$ cat config.mk
export PLATFORM = sky130hd
export DESIGN_NAME = ch3_wave_sequencer
export DESIGN_NICKNAME = d
export VERILOG_FILES = /design/src/rtl/ch3_wave_sequencer.sv
export SDC_FILE = /design/constraint.sdc
export NUM_CORES = 1
export LEC_CHECK = 0
export CORE_UTILIZATION = 31
export CTS_BUF_LIST = sky130_fd_sc_hd__clkbuf_16
export DETAILED_ROUTE_END_ITERATION = 12
export PLACE_DENSITY = 0.47
export SLEW_MARGIN = 20
export SYNTH_ARGS = -nofsm -noshare
export SYNTH_HDL_FRONTEND = slang
export SYNTH_SLANG_ARGS = --single-unit
$ cat constraint.sdc
create_clock -name clk -period 2.9 [get_ports clk]
set_clock_uncertainty 0.15 [all_clocks]
set_input_delay 0.58 -clock clk [delete_from_list [all_inputs] [get_ports clk]]
set_output_delay 0.58 -clock clk [all_outputs]
set_load 0.01 [all_outputs]
$ cat src/rtl/ch3_wave_sequencer.sv
// Sound channel 3 (wave channel) controller.
// Owns the 16-byte wave RAM and shares it between the CPU and the playback
// datapath. Decodes NR30..NR34 and sequences trigger, frequency timer,
// 32-step sample position, length counter and output level scaling.
//
// Register bus: reg_wr is a single-clk write strobe qualified by reg_sel.
// There is no ready/backpressure; every strobe is accepted on its edge.
// reg_sel values 5..7 are ignored.
module ch3_wave_sequencer #(
    parameter int LEN_BITS  = 9,
    parameter int FREQ_BITS = 11
) (
    input  logic       clk,
    input  logic       reset_n,
    input  logic       reg_wr,
    input  logic [2:0] reg_sel,
    input  logic [7:0] reg_wdata,
    input  logic       wave_wr,
    input  logic       wave_rd,
    input  logic [3:0] wave_addr,
    input  logic [7:0] wave_wdata,
    output logic [7:0] wave_rdata,
    input  logic       len_tick,
    input  logic       freq_tick,
    output logic       ch3_active,
    output logic [3:0] sample_out,
    output logic       sample_strobe
);

    // The timer holds 2048 - freq, which needs one bit more than freq.
    localparam int TMR_BITS = FREQ_BITS + 1;
    localparam logic [TMR_BITS-1:0] TMR_PERIOD = TMR_BITS'(1) << FREQ_BITS;
    localparam logic [LEN_BITS-1:0] LEN_FULL   = LEN_BITS'(256);

    // Register fields
    logic                 dac_en;
    logic [1:0]           level;
    logic [FREQ_BITS-1:0] freq;
    logic                 len_en;

    // Channel sequencing state
    logic [TMR_BITS-1:0]  freq_timer;
    logic [LEN_BITS-1:0]  len_counter;
    logic [4:0]           position;
    logic [7:0]           wave_ram [16];

    // Sample pipeline: fetch -> sample_buf -> out_reg/strobe
    logic                 fetch_pending;
    logic [3:0]           sample_buf;
    logic                 fetch_done;
    logic [3:0]           out_reg;

    // Decoded strobes
    logic wr_nr30, wr_nr31, wr_nr32, wr_nr33, wr_nr34;
    logic trigger;
    logic tick_run;
    logic advance;
    logic len_dec;
    logic len_expire;

    logic [FREQ_BITS-1:0] trig_freq;
    logic [TMR_BITS-1:0]  reload_val;
    logic [TMR_BITS-1:0]  trig_reload;
    logic [7:0]           fetch_byte;
    logic [3:0]           fetch_nibble;
    logic [3:0]           scaled;

    assign wr_nr30 = reg_wr && (reg_sel == 3'd0);
    assign wr_nr31 = reg_wr && (reg_sel == 3'd1);
    assign wr_nr32 = reg_wr && (reg_sel == 3'd2);
    assign wr_nr33 = reg_wr && (reg_sel == 3'd3);
    assign wr_nr34 = reg_wr && (reg_sel == 3'd4);
    assign trigger = wr_nr34 && reg_wdata[7];

    // A trigger reloads with the frequency including the high bits it writes.
    assign trig_freq   = {reg_wdata[2:0], freq[7:0]};
    assign reload_val  = TMR_PERIOD - {1'b0, freq};
    assign trig_reload = TMR_PERIOD - {1'b0, trig_freq};

    // A trigger in the same clk swallows the frequency tick.
    assign tick_run = freq_tick && ch3_active && !trigger;
    assign advance  = tick_run && (freq_timer == TMR_BITS'(1));

    // A trigger or NR31 write in the same clk swallows the length tick.
    assign len_dec    = len_tick && len_en && (len_counter != '0) && !trigger && !wr_nr31;
    assign len_expire = len_dec && (len_counter == LEN_BITS'(1));

    assign fetch_byte   = wave_ram[position[4:1]];
    assign fetch_nibble = position[0] ? fetch_byte[3:0] : fetch_byte[7:4];

    // Output level shift
    always_comb begin
        scaled = 4'd0;
        case (level)
            2'd0: scaled = 4'd0;
            2'd1: scaled = sample_buf;
            2'd2: scaled = {1'b0, sample_buf[3:1]};
            2'd3: scaled = {2'b00, sample_buf[3:2]};
            default: scaled = 4'd0;
        endcase
    end

    // Silence the mixer input whenever the channel is not playing.
    assign sample_out = ch3_active ? out_reg : 4'd0;

    // Register file: stored fields of NR30, NR32, NR33, NR34
    always_ff @(posedge clk or negedge reset_n) begin
        if (!reset_n) begin
            dac_en <= 1'b0;
            level  <= 2'd0;
            freq   <= '0;
            len_en <= 1'b0;
        end else begin
            if (wr_nr30) dac_en <= reg_wdata[7];
            if (wr_nr32) level <= reg_wdata[6:5];
            if (wr_nr33) freq[7:0] <= reg_wdata;
            if (wr_nr34) begin
                freq[FREQ_BITS-1:8] <= reg_wdata[2:0];
                len_en              <= reg_wdata[6];
            end
        end
    end

    // Channel enable, frequency timer and sample position
    always_ff @(posedge clk or negedge reset_n) begin
        if (!reset_n) begin
            ch3_active <= 1'b0;
            freq_timer <= TMR_PERIOD;
            position   <= 5'd0;
        end else begin
            if (trigger) begin
                ch3_active <= dac_en;
                freq_timer <= trig_reload;
                position   <= 5'd0;
            end else begin
                if ((wr_nr30 && !reg_wdata[7]) || len_expire)
                    ch3_active <= 1'b0;
                if (advance) begin
                    freq_timer <= reload_val;
                    position   <= position + 5'd1;
                end else if (tick_run) begin
                    freq_timer <= freq_timer - TMR_BITS'(1);
                end
            end
        end
    end

    // Length counter: NR31 load, trigger reload from zero, tick decrement
    always_ff @(posedge clk or negedge reset_n) begin
        if (!reset_n) begin
            len_counter <= '0;
        end else if (wr_nr31) begin
            len_counter <= LEN_FULL - LEN_BITS'(reg_wdata);
        end else if (trigger) begin
            if (len_counter == '0) len_counter <= LEN_FULL;
        end else if (len_dec) begin
            len_counter <= len_counter - LEN_BITS'(1);
        end
    end

    // Wave RAM with CPU port; the player owns it while the channel is active
    always_ff @(posedge clk or negedge reset_n) begin
        if (!reset_n) begin
            for (int i = 0; i < 16; i++) wave_ram[i] <= 8'h00;
            wave_rdata <= 8'h00;
        end else begin
            if (wave_wr && !ch3_active) wave_ram[wave_addr] <= wave_wdata;
            if (wave_rd) wave_rdata <= ch3_active ? 8'hFF : wave_ram[wave_addr];
        end
    end

    // Sample pipeline: fetch on the clk after a position change, publish one clk later
    always_ff @(posedge clk or negedge reset_n) begin
        if (!reset_n) begin
            fetch_pending <= 1'b0;
            sample_buf    <= 4'd0;
            fetch_done    <= 1'b0;
            out_reg       <= 4'd0;
            sample_strobe <= 1'b0;
        end else begin
            fetch_pending <= trigger ? dac_en : advance;
            fetch_done    <= fetch_pending;
            if (fetch_pending) sample_buf <= fetch_nibble;
            out_reg       <= scaled;
            sample_strobe <= fetch_done;
        end
    end

endmodule

==> impl_metrics.env <==
export IMPL_cp_data_required_time_ns=3.06
export IMPL_port_buffers=43
export IMPL_cts_resized_gates=0
export IMPL_crit_type="reg -> reg"
export IMPL_grt_pass1_vias=7035
export IMPL_cts_made_buffers=17
export IMPL_clock_sinks=189
export IMPL_area_growth_pct=18.14
export IMPL_grt_pass1_wl_um=43470
export IMPL_clkSlewWorstSetupHoldPaths_ns=0.08
export IMPL_start_util_pct=31.45
export IMPL_drive_gt1_share_pct=36.17
export IMPL_drv_slew=0
export IMPL_drc=0
export IMPL_cts_tree="yes"
export IMPL_pwr_density_cell_nw_per_um2=773.9
export IMPL_power_leakage_nw=4.843
export IMPL_fin_crit_ns=2.534
export IMPL_drt_pass1_iter_count=4
export IMPL_pre_cts_ws_ns=0.08938
export IMPL_fp_row_count=66
export IMPL_ant_nets=0
export IMPL_max_freq_mhz=394.7
export IMPL_hold_path_class="reg -> reg"
export IMPL_drt_iter0_markers=432
export IMPL_ir_drop_uv=444.0
export IMPL_ys_seq_area_share_pct=46.35
export IMPL_max_cap_viol_count=0
export IMPL_cts_max_level=4
export IMPL_antenna_found_initial=0
export IMPL_finalWorstSetupSlack_ns=0.3663
export IMPL_die_h_um=183.5
export IMPL_async_reset_ff_share_pct=100.0
export IMPL_layout_cells_most_common="dfrtp_1"
export IMPL_grt_usage_pct=17.25
export IMPL_hold_violations=0
export IMPL_die_w_um=183.5
export IMPL_ys_seq_elements=189
export IMPL_yosys_most_used_dff="dfrtp_1"
export IMPL_netlist_instances=769
export IMPL_fillers=3127
export IMPL_post_cts_buffers=0
export IMPL_largest_register_ff_count=128
export IMPL_worstMarginPinSlew_ns=0.6816
export IMPL_start_kind="flip-flop"
export IMPL_dp_hpwl_um=19070
export IMPL_syn_num_nets=807
export IMPL_fin_crit_sh_pct=87.37
export IMPL_most_common_layout_cells="dfrtp_1, mux2_2, mux4_2"
export IMPL_reg_top3="wave_ram x128, freq_timer x12, freq x11"
export IMPL_grt_max_degree=64
export IMPL_slew_headroom_pct=54.14
export IMPL_finalWirelength_um=27480
export IMPL_ys_warn_count=0
export IMPL_crit_path_end_kind="flip-flop"
export IMPL_wire_per_inst_um=21.34
export IMPL_die_area_um2=33660
export IMPL_setup_viol=0
export IMPL_cts_root_buf="clkbuf_16"
export IMPL_cp_max_fo=12
export IMPL_yosysUniqueCellTypes=58
export IMPL_core_area_um2=32450
export IMPL_top_register="wave_ram"
export IMPL_via_per_inst=5.285
export IMPL_worstSkewPairLatency_ns=0.44
export IMPL_arrival_ns=2.69
export IMPL_status="completed"
export IMPL_nNetsFinal=872
export IMPL_antennaDiodeCount=0
export IMPL_cts_buffer_depth=2
export IMPL_overflow=0
export IMPL_io_pins=44
export IMPL_synth_edf_count=0
export IMPL_syn_area_um2=10210
export IMPL_setup_tns_final_ns=0
export IMPL_num_vias=6807
export IMPL_holdWs_ns=0.2048
export IMPL_place_gp_congestion=0.8151
export IMPL_avgSynthCellArea_um2=13.27
export IMPL_cts_hold_buf=1
export IMPL_rsz0062_at_grt="no"
per-layer routing:
metal	wire [um]	up-vias	track usage [%]
met3	1022	19	3.189
li1	-	3080	-
met4	374	0	4.300
met1	13030	3578	24.02
met2	13050	130	27.67
met5	0	-	0
logic make-up (layout without fill, tap and decap cells):
kind of cell | Yosys count | count (layout) | share of synthesized area [%]
AOI/OAI and AO/OA | 108 | 108 | 7.147
xor gates and xnor gates | 21 | 21 | 1.802
adders and majority gates | 8 | 8 | 0.9807
buffers and inverters | 61 | 138 | 2.905
DFF | 189 | 189 | 46.35
muxes | 218 | 218 | 32.07
and+or+nand+nor | 164 | 164 | 8.752
path summary, 6_finish.rpt:
path	startpoint	end	slack (ns)	cells past startpoint
max	freq_timer[1]	freq_timer[9]	0.37	7
min	fetch_done	sample_strobe	0.20	0
max reg2reg	freq_timer[1]	freq_timer[9]	0.37	7
min reg2reg	fetch_done	sample_strobe	0.20	0
max in group asynchronous	reset_n	wave_ram[63]	1.38	3
min in group asynchronous	reset_n	freq_timer[6]	0.50	2
stage by stage:
stage | total power, mW | cell area [um^2] | util [%] | instances
finish | 9.333 | 12060 | 37.16 | 1288
global route | 9.880 | 12060 | 37.16 | 1288
CTS | 9.409 | 12060 | 37.16 | 1288
detailed placement | 6.861 | 11430 | 35.21 | 1256
global placement | 6.819 | 11430 | 35.21 | 1256
floorplan | 5.958 | 10210 | - | 769
area by class of cell:
cell class | count | area [um^2] | area share, %
multi-input cells | 519 | 5180 | 42.95
clock buffers | 17 | 425.4 | 3.528
inverters | 13 | 48.80 | 0.4046
repair buffers | 94 | 922.1 | 7.647
flip-flops and latches | 189 | 4732 | 39.24
well taps | 442 | 553.0 | 4.586
clock inverters | 14 | 197.7 | 1.639
cells in the mapped netlist, types with 2 or more instances:
cell | number | area [um^2]
nand4_1 | 3 | 18.77
clkbuf_1 | 23 | 86.33
xor2_1 | 9 | 78.83
nor2_1 | 21 | 78.83
o21ai_0 | 14 | 70.07
nand4b_1 | 2 | 17.52
a21oi_1 | 22 | 110.1
nand2b_1 | 7 | 43.79
o2bb2ai_1 | 10 | 87.58
o21ai_1 | 2 | 10.01
buf_1 | 6 | 22.52
and3_1 | 2 | 12.51
dfrtp_1 | 188 | 4705
mux4_2 | 72 | 1622
inv_1 | 13 | 48.80
o22ai_1 | 20 | 125.1
o32ai_1 | 2 | 17.52
nand3_1 | 14 | 70.07
nor4_1 | 10 | 62.56
o22a_1 | 10 | 87.58
nand3b_1 | 8 | 60.06
a31oi_1 | 4 | 25.02
nand2_1 | 40 | 150.1
ha_1 | 8 | 100.1
or4_1 | 5 | 37.54
or3b_2 | 2 | 17.52
o211ai_1 | 2 | 15.01
a22oi_1 | 7 | 52.55
buf_6 | 5 | 56.30
and2_1 | 11 | 68.82
nor3_2 | 2 | 20.02
o41ai_1 | 3 | 26.28
nor2b_1 | 9 | 56.30
a22o_1 | 2 | 17.52
or3_1 | 3 | 18.77
mux2_2 | 142 | 1599
mux2i_1 | 3 | 30.03
nor3b_1 | 4 | 30.03
xnor2_1 | 12 | 105.1
buf_4 | 5 | 37.54
buf_2 | 9 | 45.04
nor3_1 | 16 | 80.08
o31a_1 | 2 | 17.52
worst max-delay path, stage by stage (launching register included):
cell      delay (ns)
dfrtp_1         0.41
inv_1           0.10
ha_1            0.15
nor4b_1         0.46
and4b_1         0.56
a21oi_1         0.25
a22oi_1         0.20
o211ai_1        0.12
power breakdown:
group	leakage (nW)	internal (mW)	switching (mW)	total, mW
registers	2.35	3.53	0.782	4.31
logic	2.18	1.56	0.947	2.50
clock network	0.307	1.39	1.12	2.52
total	4.84	6.48	2.85	9.33
Power figures use the tool's default switching activity.
